File: config.mk
export PLATFORM = sky130hd
export DESIGN_NAME = spi_txn_arbiter_flat
export DESIGN_NICKNAME = d
export VERILOG_FILES = /design/src/rtl/spi_txn_arbiter_if.sv /design/src/rtl/spi_txn_arbiter.sv /design/src/flat_wrapper.sv
export SDC_FILE = /design/constraint.sdc
export NUM_CORES = 1
export LEC_CHECK = 0
export ABC_AREA = 1
export BUFFER_PORTS_ARGS = -buffer_cell sky130_fd_sc_hd__buf_2
export CAP_MARGIN = 10
export CORE_MARGIN = 3
export CORE_UTILIZATION = 30
export CTS_CLUSTER_DIAMETER = 100
export DETAILED_ROUTE_END_ITERATION = 10
export GPL_ROUTABILITY_DRIVEN = 0
export PLACE_DENSITY = 0.53
export SETUP_SLACK_MARGIN = 0.2
export SYNTH_ARGS = -nofsm -noshare
export SYNTH_HDL_FRONTEND = slang
export SYNTH_SLANG_ARGS = --single-unit
File: constraint.sdc
create_clock -name clk -period 2.25 [get_ports clk]
set_input_delay 0.3375 -clock clk [delete_from_list [all_inputs] [get_ports clk]]
set_output_delay 0.3375 -clock clk [all_outputs]
set_load 0.01 [all_outputs]
File: src/rtl/spi_txn_arbiter_if.sv
// spi_txn_arbiter_if: bundles the requester-side and SPI-engine-side signals
// of spi_txn_arbiter.
//   master modport : arbiter view (drives grants, responses, engine controls)
//   slave modport  : environment view (requesters + SPI engine)
// Signals:
//   req/req_tx/req_rx [N_REQ]  request level and direction per requester
//   req_wdata [16*N_REQ]       frame per requester, slice i = [16*i+15:16*i]
//   req_freq  [2*N_REQ]        engine freq_control code per requester
//   gnt/resp_valid [N_REQ]     one-hot grant / one-hot completion pulse
//   resp_rdata, resp_err       received word and timeout flag
//   spi_* (to engine)          start pulses, cs_bar, tx data, freq
//   spi_rx_valid, spi_tx_done, spi_rx_data (from engine)
interface spi_txn_arbiter_if #(
  parameter int N_REQ = 4
) ();
  logic [N_REQ-1:0]   req;
  logic [N_REQ-1:0]   req_tx;
  logic [N_REQ-1:0]   req_rx;
  logic [16*N_REQ-1:0] req_wdata;
  logic [2*N_REQ-1:0] req_freq;
  logic [N_REQ-1:0]   gnt;
  logic [N_REQ-1:0]   resp_valid;
  logic [15:0]        resp_rdata;
  logic               resp_err;
  logic               spi_rx_start;
  logic               spi_tx_start;
  logic               spi_cs_bar;
  logic [15:0]        spi_tx_data;
  logic [1:0]         spi_freq;
  logic               spi_rx_valid;
  logic               spi_tx_done;
  logic [15:0]        spi_rx_data;

  modport master (
    input  req, req_tx, req_rx, req_wdata, req_freq,
    input  spi_rx_valid, spi_tx_done, spi_rx_data,
    output gnt, resp_valid, resp_rdata, resp_err,
    output spi_rx_start, spi_tx_start, spi_cs_bar, spi_tx_data, spi_freq
  );

  modport slave (
    output req, req_tx, req_rx, req_wdata, req_freq,
    output spi_rx_valid, spi_tx_done, spi_rx_data,
    input  gnt, resp_valid, resp_rdata, resp_err,
    input  spi_rx_start, spi_tx_start, spi_cs_bar, spi_tx_data, spi_freq
  );
endinterface

File: src/rtl/spi_txn_arbiter.sv
// spi_txn_arbiter: round-robin arbiter/sequencer sharing one SPI engine among
// N_REQ requesters. Grants one eligible requester, pulses the engine start,
// waits for the rising edge of (rx_valid | tx_done), returns the received word,
// then holds an inter-frame gap of GAP_CYCLES before the next grant.
// Ports:
//   clk    system clock
//   reset  synchronous reset, active-high
//   bus    spi_txn_arbiter_if.master (requester handshake + engine controls)
// Parameters: N_REQ (2..8), GAP_CYCLES, TIMEOUT_CYCLES.
// Optional feature: define SPI_ARB_TIMEOUT_EN to abort a BUSY frame after
// TIMEOUT_CYCLES with resp_err=1; otherwise resp_err is tied 0 and BUSY waits
// indefinitely.
module spi_txn_arbiter #(
  parameter int N_REQ          = 4,
  parameter int GAP_CYCLES     = 64,
  parameter int TIMEOUT_CYCLES = 4096
) (
  input logic               clk,
  input logic               reset,
  spi_txn_arbiter_if.master bus
);
  localparam int unsigned NR = N_REQ;
  localparam int IW = $clog2(N_REQ);
  localparam int GW = $clog2(GAP_CYCLES + 1);

  if (N_REQ < 2 || N_REQ > 8 || GAP_CYCLES < 1 || TIMEOUT_CYCLES < 1) begin : g_bad_cfg
    $error("spi_txn_arbiter: unsupported parameter combination");
  end

  typedef enum logic [2:0] {
    S_IDLE,
    S_ISSUE,
    S_BUSY,
    S_DONE,
    S_GAP
  } state_t;

  state_t           r_state;
  logic [N_REQ-1:0] r_gnt;
  logic [N_REQ-1:0] r_resp_valid;
  logic [IW-1:0]    r_idx;
  logic [IW-1:0]    r_rr;
  logic [15:0]      r_tx_data;
  logic [15:0]      r_resp_rdata;
  logic [1:0]       r_freq;
  logic             r_rx;
  logic             r_rx_start;
  logic             r_tx_start;
  logic             r_cs_bar;
  logic             r_level_d;
  logic [GW-1:0]    r_gap_cnt;
`ifdef SPI_ARB_TIMEOUT_EN
  localparam int TW = $clog2(TIMEOUT_CYCLES + 1);
  logic [TW-1:0]    r_busy_cnt;
  logic             r_resp_err;
`endif

  logic [N_REQ-1:0] w_elig;
  logic             w_found;
  logic [IW-1:0]    w_pick;
  logic [N_REQ-1:0] w_pick_oh;
  logic [15:0]      w_pick_data;
  logic [1:0]       w_pick_freq;
  logic             w_pick_tx;
  logic             w_pick_rx;
  logic             w_level;
  logic             w_done;

  assign w_elig  = bus.req & (bus.req_tx | bus.req_rx);
  assign w_level = bus.spi_rx_valid | bus.spi_tx_done;
  // Only a fresh rising edge completes a frame; a level left high by the
  // previous frame is masked by the delayed copy.
  assign w_done  = w_level & ~r_level_d;

  // Round-robin pick: first pass looks at indices >= rr, second pass wraps
  // to the lowest eligible index.
  always_comb begin
    w_found     = 1'b0;
    w_pick      = '0;
    w_pick_oh   = '0;
    w_pick_data = '0;
    w_pick_freq = '0;
    w_pick_tx   = 1'b0;
    w_pick_rx   = 1'b0;
    for (int unsigned i = 0; i < NR; i++) begin
      if (!w_found && w_elig[i] && (i >= 32'(r_rr))) begin
        w_found = 1'b1;
        w_pick  = IW'(i);
      end
    end
    for (int unsigned i = 0; i < NR; i++) begin
      if (!w_found && w_elig[i]) begin
        w_found = 1'b1;
        w_pick  = IW'(i);
      end
    end
    for (int unsigned i = 0; i < NR; i++) begin
      if (w_found && (w_pick == IW'(i))) begin
        w_pick_oh[i] = 1'b1;
        w_pick_data  = bus.req_wdata[16*i +: 16];
        w_pick_freq  = bus.req_freq[2*i +: 2];
        w_pick_tx    = bus.req_tx[i];
        w_pick_rx    = bus.req_rx[i];
      end
    end
  end

  always_ff @(posedge clk) begin
    r_level_d <= w_level;
    if (reset) begin
      r_state      <= S_IDLE;
      r_gnt        <= '0;
      r_resp_valid <= '0;
      r_idx        <= '0;
      r_rr         <= '0;
      r_tx_data    <= '0;
      r_resp_rdata <= '0;
      r_freq       <= 2'b00;
      r_rx         <= 1'b0;
      r_rx_start   <= 1'b0;
      r_tx_start   <= 1'b0;
      r_cs_bar     <= 1'b0;
      r_gap_cnt    <= '0;
`ifdef SPI_ARB_TIMEOUT_EN
      r_busy_cnt   <= '0;
      r_resp_err   <= 1'b0;
`endif
    end else begin
      r_rx_start   <= 1'b0;
      r_tx_start   <= 1'b0;
      r_cs_bar     <= 1'b0;
      r_resp_valid <= '0;
      unique case (r_state)
        S_IDLE: begin
          if (w_found) begin
            r_gnt      <= w_pick_oh;
            r_idx      <= w_pick;
            r_tx_data  <= w_pick_data;
            r_freq     <= w_pick_freq;
            r_rx       <= w_pick_rx;
            // Start pulses are registered here so they coincide with ISSUE.
            r_cs_bar   <= 1'b1;
            r_tx_start <= w_pick_tx;
            r_rx_start <= w_pick_rx;
            r_state    <= S_ISSUE;
          end
        end
        S_ISSUE: begin
`ifdef SPI_ARB_TIMEOUT_EN
          r_busy_cnt <= '0;
`endif
          r_state <= S_BUSY;
        end
        S_BUSY: begin
          if (w_done) begin
            r_resp_rdata <= r_rx ? bus.spi_rx_data : '0;
            r_resp_valid <= r_gnt;
`ifdef SPI_ARB_TIMEOUT_EN
            r_resp_err   <= 1'b0;
`endif
            r_state      <= S_DONE;
          end
`ifdef SPI_ARB_TIMEOUT_EN
          else if (r_busy_cnt == TW'(TIMEOUT_CYCLES - 1)) begin
            r_resp_rdata <= '0;
            r_resp_valid <= r_gnt;
            r_resp_err   <= 1'b1;
            r_state      <= S_DONE;
          end else begin
            r_busy_cnt <= r_busy_cnt + TW'(1);
          end
`endif
        end
        S_DONE: begin
          r_gnt     <= '0;
          r_rr      <= (r_idx == IW'(N_REQ - 1)) ? '0 : r_idx + IW'(1);
          r_gap_cnt <= '0;
          r_state   <= S_GAP;
        end
        S_GAP: begin
          if (r_gap_cnt == GW'(GAP_CYCLES - 1)) begin
            r_state <= S_IDLE;
          end else begin
            r_gap_cnt <= r_gap_cnt + GW'(1);
          end
        end
        default: r_state <= S_IDLE;
      endcase
    end
  end

  assign bus.gnt          = r_gnt;
  assign bus.resp_valid   = r_resp_valid;
  assign bus.resp_rdata   = r_resp_rdata;
  assign bus.spi_rx_start = r_rx_start;
  assign bus.spi_tx_start = r_tx_start;
  assign bus.spi_cs_bar   = r_cs_bar;
  assign bus.spi_tx_data  = r_tx_data;
  assign bus.spi_freq     = r_freq;
`ifdef SPI_ARB_TIMEOUT_EN
  assign bus.resp_err     = r_resp_err;
`else
  assign bus.resp_err     = 1'b0;
`endif
endmodule

File: src/flat_wrapper.sv
// flat-port wrapper written by rule: the top's interface ports become plain ports
module spi_txn_arbiter_flat 
#(
  parameter int N_REQ          = 4,
  parameter int GAP_CYCLES     = 64,
  parameter int TIMEOUT_CYCLES = 4096
)
  (clk, reset, bus_req, bus_req_tx, bus_req_rx, bus_req_wdata, bus_req_freq, bus_spi_rx_valid, bus_spi_tx_done, bus_spi_rx_data, bus_gnt, bus_resp_valid, bus_resp_rdata, bus_resp_err, bus_spi_rx_start, bus_spi_tx_start, bus_spi_cs_bar, bus_spi_tx_data, bus_spi_freq);
  spi_txn_arbiter_if #(.N_REQ(N_REQ)) bus_i ();
  input logic clk;
  input logic reset;
  input wire logic [$bits(bus_i.req)-1:0] bus_req;
  input wire logic [$bits(bus_i.req_tx)-1:0] bus_req_tx;
  input wire logic [$bits(bus_i.req_rx)-1:0] bus_req_rx;
  input wire logic [$bits(bus_i.req_wdata)-1:0] bus_req_wdata;
  input wire logic [$bits(bus_i.req_freq)-1:0] bus_req_freq;
  input wire logic [$bits(bus_i.spi_rx_valid)-1:0] bus_spi_rx_valid;
  input wire logic [$bits(bus_i.spi_tx_done)-1:0] bus_spi_tx_done;
  input wire logic [$bits(bus_i.spi_rx_data)-1:0] bus_spi_rx_data;
  output wire logic [$bits(bus_i.gnt)-1:0] bus_gnt;
  output wire logic [$bits(bus_i.resp_valid)-1:0] bus_resp_valid;
  output wire logic [$bits(bus_i.resp_rdata)-1:0] bus_resp_rdata;
  output wire logic [$bits(bus_i.resp_err)-1:0] bus_resp_err;
  output wire logic [$bits(bus_i.spi_rx_start)-1:0] bus_spi_rx_start;
  output wire logic [$bits(bus_i.spi_tx_start)-1:0] bus_spi_tx_start;
  output wire logic [$bits(bus_i.spi_cs_bar)-1:0] bus_spi_cs_bar;
  output wire logic [$bits(bus_i.spi_tx_data)-1:0] bus_spi_tx_data;
  output wire logic [$bits(bus_i.spi_freq)-1:0] bus_spi_freq;
  assign bus_i.req = bus_req;
  assign bus_i.req_tx = bus_req_tx;
  assign bus_i.req_rx = bus_req_rx;
  assign bus_i.req_wdata = bus_req_wdata;
  assign bus_i.req_freq = bus_req_freq;
  assign bus_i.spi_rx_valid = bus_spi_rx_valid;
  assign bus_i.spi_tx_done = bus_spi_tx_done;
  assign bus_i.spi_rx_data = bus_spi_rx_data;
  assign bus_gnt = bus_i.gnt;
  assign bus_resp_valid = bus_i.resp_valid;
  assign bus_resp_rdata = bus_i.resp_rdata;
  assign bus_resp_err = bus_i.resp_err;
  assign bus_spi_rx_start = bus_i.spi_rx_start;
  assign bus_spi_tx_start = bus_i.spi_tx_start;
  assign bus_spi_cs_bar = bus_i.spi_cs_bar;
  assign bus_spi_tx_data = bus_i.spi_tx_data;
  assign bus_spi_freq = bus_i.spi_freq;
  spi_txn_arbiter #(.N_REQ(N_REQ), .GAP_CYCLES(GAP_CYCLES), .TIMEOUT_CYCLES(TIMEOUT_CYCLES)) u_core (.clk(clk), .reset(reset), .bus(bus_i));
endmodule
==> metrics.txt <==
# TYPE chip_impl_metric gauge
chip_impl_info{name="run_status",value="finished clean"} 1
chip_impl_metric{name="p_seq_share",unit="%"} 40.0
chip_impl_metric{name="fin_skew",unit="ns"} 0.0120
chip_impl_info{name="cts_tree",value="yes"} 1
chip_impl_metric{name="power.share.switching",unit="%"} 37.7
chip_impl_metric{name="synth_warnings",unit=""} 0
chip_impl_metric{name="grt_first_pass_wirelength",unit="um"} 17700
chip_impl_metric{name="clockPowerShare",unit="%"} 27.8
chip_impl_metric{name="drc_errors",unit=""} 0
chip_impl_metric{name="postPlaceCellArea",unit="mm2"} 0.00415
chip_impl_info{name="layout_commonest_cell",value="sky130_fd_sc_hd__nand2_1"} 1
chip_impl_info{name="critical_path.startpoint",value="u_core.r_rr[0]$_SDFFE_PP0P_"} 1
chip_impl_metric{name="layout-drive-gt1-share",unit="%"} 28.4
chip_impl_info{name="worstSetupEndpointType",value="flip-flop"} 1
chip_impl_info{name="worst_hold_path_type",value="in -> reg"} 1
chip_impl_metric{name="dr_wl_met3",unit="um"} 805
chip_impl_metric{name="count_of_cell_types_in_the_netlist",unit=""} 31
chip_impl_metric{name="final_antenna_net_count",unit=""} 0
chip_impl_metric{name="power.density",unit="mW/mm2"} 734
chip_impl_metric{name="worstSkewPairLatency",unit="ns"} 0.35
chip_impl_info{name="layout.cells.most_common_list",value="sky130_fd_sc_hd__nand2_1, sky130_fd_sc_hd__buf_2, sky130_fd_sc_hd__nand3_1"} 1
chip_impl_metric{name="antenna_cells_inserted",unit=""} 0
chip_impl_metric{name="internal-power",unit="mW"} 1.99
chip_impl_metric{name="fp-row-count",unit=""} 37
chip_impl_metric{name="comb_power_share",unit="%"} 32.2
chip_impl_metric{name="io_pins",unit=""} 150
chip_impl_metric{name="postSynthCellCount",unit=""} 525
chip_impl_metric{name="worst_slew_margin_rel",unit="%"} 60.9
chip_impl_metric{name="clkSlewWorstSetupHoldPaths",unit="ns"} 0.08
chip_impl_metric{name="finalNetCount",unit=""} 769
chip_impl_metric{name="global_route.usage.total",unit="%"} 17.5
chip_impl_metric{name="die_w",unit="um"} 111
chip_impl_metric{name="grt_overflow_total",unit=""} 0
chip_impl_metric{name="peakVddDrop",unit="uV"} 333
chip_impl_metric{name="synthesis.area_per_instance",unit="um2"} 6.36
chip_impl_metric{name="initial_cell_density_of_the_core",unit="%"} 31.6
chip_impl_info{name="worst_setup_start_kind",value="flip-flop"} 1
chip_impl_metric{name="clk_path_buf_depth",unit=""} 2
chip_impl_metric{name="fp.dieArea",unit="mm2"} 0.0124
chip_impl_metric{name="drt-met1-wl",unit="um"} 4930
chip_impl_metric{name="utilization",unit="%"} 41.3
chip_impl_info{name="critical_path.top_delay_family",value="simple AND/OR/NAND/NOR gates"} 1
chip_impl_info{name="critical_path_s_most_frequent_cell",value="sky130_fd_sc_hd__nand2_1"} 1
chip_impl_metric{name="avgRoutedWirePerCell",unit="um"} 13.6
chip_impl_metric{name="avgViaCountPerCell",unit=""} 4.66
chip_impl_info{name="critical_path.reg2reg.startpoint",value="u_core.r_rr[0]$_SDFFE_PP0P_"} 1
chip_impl_metric{name="ctsHtreeMaxLevel",unit=""} 3
chip_impl_metric{name="core_area",unit="mm2"} 0.0106
chip_impl_metric{name="critical_path_required",unit="ns"} 2.49
chip_impl_metric{name="detailedPlacementHpwl",unit="um"} 7990
chip_impl_metric{name="firstDrtPassIters",unit=""} 4
chip_impl_metric{name="routed-wl-met2",unit="um"} 5050
chip_impl_metric{name="cp_data_arrival_time",unit="ns"} 2.11
chip_impl_metric{name="filler_cell_count",unit=""} 1171
chip_impl_info{name="setup_repair_after_global_routing_missed_its_margin",value="no"} 1
chip_impl_metric{name="fin_area",unit="mm2"} 0.00436
chip_impl_metric{name="detailedRoute.firstIterationViolations",unit=""} 198
chip_impl_metric{name="worst_pin_slew",unit="ns"} 0.585
chip_impl_metric{name="power_switching",unit="mW"} 1.21
chip_impl_metric{name="mappedNetlistNets",unit=""} 631
chip_impl_metric{name="leakagePower",unit="nW"} 2.28
chip_impl_metric{name="cts.sink_count",unit=""} 61
chip_impl_metric{name="dp_cells",unit=""} 788
chip_impl_info{name="highest-signal-layer",value="met5"} 1
chip_impl_metric{name="number_of_clock_buffers_inserted_by_tritoncts",unit=""} 9
chip_impl_metric{name="seq_area_frac_synth",unit="%"} 36.6
chip_impl_metric{name="wl",unit="um"} 11000
chip_impl_metric{name="report.final.hold_viol_count",unit=""} 0
chip_impl_info{name="cpMaxStageDelayCell",value="sky130_fd_sc_hd__dfxtp_1"} 1
chip_impl_info{name="min-delay-start",value="bus_spi_tx_done"} 1
chip_impl_metric{name="final_period_minus_worst_setup_slack",unit="ns"} 1.87
chip_impl_metric{name="maxCapViolations",unit=""} 0
chip_impl_metric{name="finish.cell_count_without_fillers",unit=""} 804
chip_impl_info{name="cts_root_buf",value="sky130_fd_sc_hd__clkbuf_8"} 1
chip_impl_metric{name="post_synth_instance_area",unit="mm2"} 0.00334
chip_impl_metric{name="critPathBufInv",unit=""} 2
chip_impl_info{name="timing.critical_path.cells",value="nand2_1, nand3_1, nand2_2, nor2_4, nand3_4, nand2_8, inv_8, nand2_4, o21ai_1, inv_1, nand2_1, nand2_1, nand2_1"} 1
chip_impl_metric{name="vias",unit=""} 3743
chip_impl_metric{name="path_max_fanout",unit=""} 24
chip_impl_metric{name="timing.fmax",unit="MHz"} 536
chip_impl_info{name="path_class",value="reg -> reg"} 1
chip_impl_metric{name="setup-tns-final",unit="ns"} 0
chip_impl_metric{name="placement.io_buffers",unit=""} 148
chip_impl_metric{name="fp.dieH",unit="um"} 111
chip_impl_metric{name="synth.ff_latch_count",unit=""} 61
chip_impl_metric{name="finalMaxSlewViolations",unit=""} 0
chip_impl_metric{name="grt_antenna_before_repair",unit=""} 1
chip_impl_metric{name="grt_max_degree",unit=""} 40
chip_impl_metric{name="min_period_over_period",unit="%"} 82.9
chip_impl_metric{name="vias_in_the_first_global_route",unit=""} 3596
chip_impl_metric{name="area_growth",unit="%"} 30.5
chip_impl_metric{name="setup_viol",unit=""} 0
chip_impl_metric{name="max_stage_delay",unit="ns"} 0.36
metal layers:
metal	vias to the layer above	global-route usage, %
met5	-	0
met4	2	5.52
met3	16	5.22
met2	125	28.7
met1	1628	22.1
li1	1972	-
cells by family (layout without fill, tap and decap cells):
logic type / count (synthesis) / in the layout / synth area share, %
AO/OA/AOI/OAI: 61 / 61 / 9.86
other: 1 / 1 / 0.112
adder cells (fa/ha/maj): 2 / 2 / 0.750
AND/OR/NAND/NOR: 316 / 316 / 41.5
buffers and inverters: 84 / 227 / 11.2
flip-flops: 61 / 61 / 36.6
path summary, 6_finish.rpt:
path	end	slack [ns]	depth (start not counted)
worst max-delay path	u_core.r_rx$_SDFFE_PP0P_	0.38	13
worst min-delay path	u_core.r_level_d$_DFF_P_	0.19	3
worst max register to register	u_core.r_rx$_SDFFE_PP0P_	0.38	13
worst min register to register	u_core.bus.resp_valid[2]$_SDFF_PP0_	0.45	2
synthesized netlist by cell type:
library cell | number | area [um2]
sky130_fd_sc_hd__a211oi_1 | 1 | 7.51
sky130_fd_sc_hd__a21oi_1 | 27 | 135
sky130_fd_sc_hd__buf_2 | 12 | 60.1
sky130_fd_sc_hd__buf_4 | 3 | 22.5
sky130_fd_sc_hd__buf_6 | 4 | 45.0
sky130_fd_sc_hd__clkbuf_1 | 13 | 48.8
sky130_fd_sc_hd__conb_1 | 1 | 3.75
sky130_fd_sc_hd__dfxtp_1 | 61 | 1220
sky130_fd_sc_hd__ha_1 | 2 | 25.0
sky130_fd_sc_hd__inv_1 | 49 | 184
sky130_fd_sc_hd__inv_2 | 2 | 7.51
sky130_fd_sc_hd__inv_4 | 1 | 6.26
sky130_fd_sc_hd__nand2_1 | 157 | 589
sky130_fd_sc_hd__nand2_2 | 5 | 31.3
sky130_fd_sc_hd__nand2_8 | 1 | 20.0
sky130_fd_sc_hd__nand3_1 | 65 | 325
sky130_fd_sc_hd__nand3_4 | 1 | 17.5
sky130_fd_sc_hd__nand4_1 | 21 | 131
sky130_fd_sc_hd__nor2_1 | 58 | 218
sky130_fd_sc_hd__nor2_2 | 1 | 6.26
sky130_fd_sc_hd__nor2_4 | 1 | 11.3
sky130_fd_sc_hd__nor3_1 | 4 | 20.0
sky130_fd_sc_hd__nor3b_1 | 1 | 7.51
sky130_fd_sc_hd__nor4_1 | 1 | 6.26
sky130_fd_sc_hd__o21a_1 | 3 | 22.5
sky130_fd_sc_hd__o21ai_0 | 23 | 115
sky130_fd_sc_hd__o21ai_1 | 1 | 5.00
sky130_fd_sc_hd__o21ai_2 | 1 | 8.76
sky130_fd_sc_hd__o22ai_1 | 3 | 18.8
sky130_fd_sc_hd__o31ai_1 | 1 | 7.51
sky130_fd_sc_hd__o41ai_1 | 1 | 8.76
layout make-up:
cell class / count / area [um2] / share of cell area [%]
clock buffer: 9 / 124 / 2.84
clock inverter: 7 / 50.0 / 1.15
inverter: 52 / 205 / 4.71
multi-input combinational: 380 / 1750 / 40.3
sequential: 61 / 1220 / 28.0
tap: 136 / 170 / 3.91
timing repair buffer: 159 / 831 / 19.1
flip-flops by register name (all words and copies together), names as in the netlist:
| name | count |
|---|---|
| u_core.r_idx | 2 |
| u_core.bus.spi_tx_start | 1 |
| u_core.bus.spi_tx_data | 16 |
| u_core.r_level_d | 1 |
| u_core.bus.resp_rdata | 16 |
| u_core.r_rx | 1 |
| u_core.bus.spi_freq | 2 |
| u_core.bus.gnt | 4 |
| u_core.r_state | 3 |
| u_core.r_rr | 2 |
| u_core.bus.resp_valid | 4 |
| u_core.bus.spi_rx_start | 1 |
| u_core.bus.spi_cs_bar | 1 |
| u_core.r_gap_cnt | 7 |
power groups by stage:
stage          clock network, mW  registers (mW)  logic [mW]
2_1_floorplan                  0            1.32       0.673
3_3_place_gp                   0            1.30        1.01
3_5_place_dp                   0            1.30        1.02
4_1_cts                    0.919            1.28        1.02
5_1_grt                    0.978            1.30        1.18
6_report                   0.890            1.28        1.03
what timing repair did:
action | in CTS | in global routing
buffers inserted | 0 | 0
resized for setup | 1 | 8
setup endpoints to repair | 2 | 20
hold buffers | 0 | 0
tightest hold or removal path, cell delays in order:
cell	delay, ns
sky130_fd_sc_hd__buf_2	0.08
sky130_fd_sc_hd__inv_1	0.04
sky130_fd_sc_hd__nand2_1	0.04
metrics by stage:
| step | setup slack [ns] | hold WS [ns] | power [mW] |
|---|---|---|---|
| floorplan | 0.642 | 0.423 | 1.99 |
| global placement | 0.139 | 0.433 | 2.31 |
| detailed placement | 0.0900 | 0.443 | 2.32 |
| CTS | 0.321 | 0.174 | 3.22 |
| global route | 0.203 | 0.184 | 3.46 |
| finish | 0.385 | 0.187 | 3.20 |
Note: power is estimated with default switching activity, not from simulation.
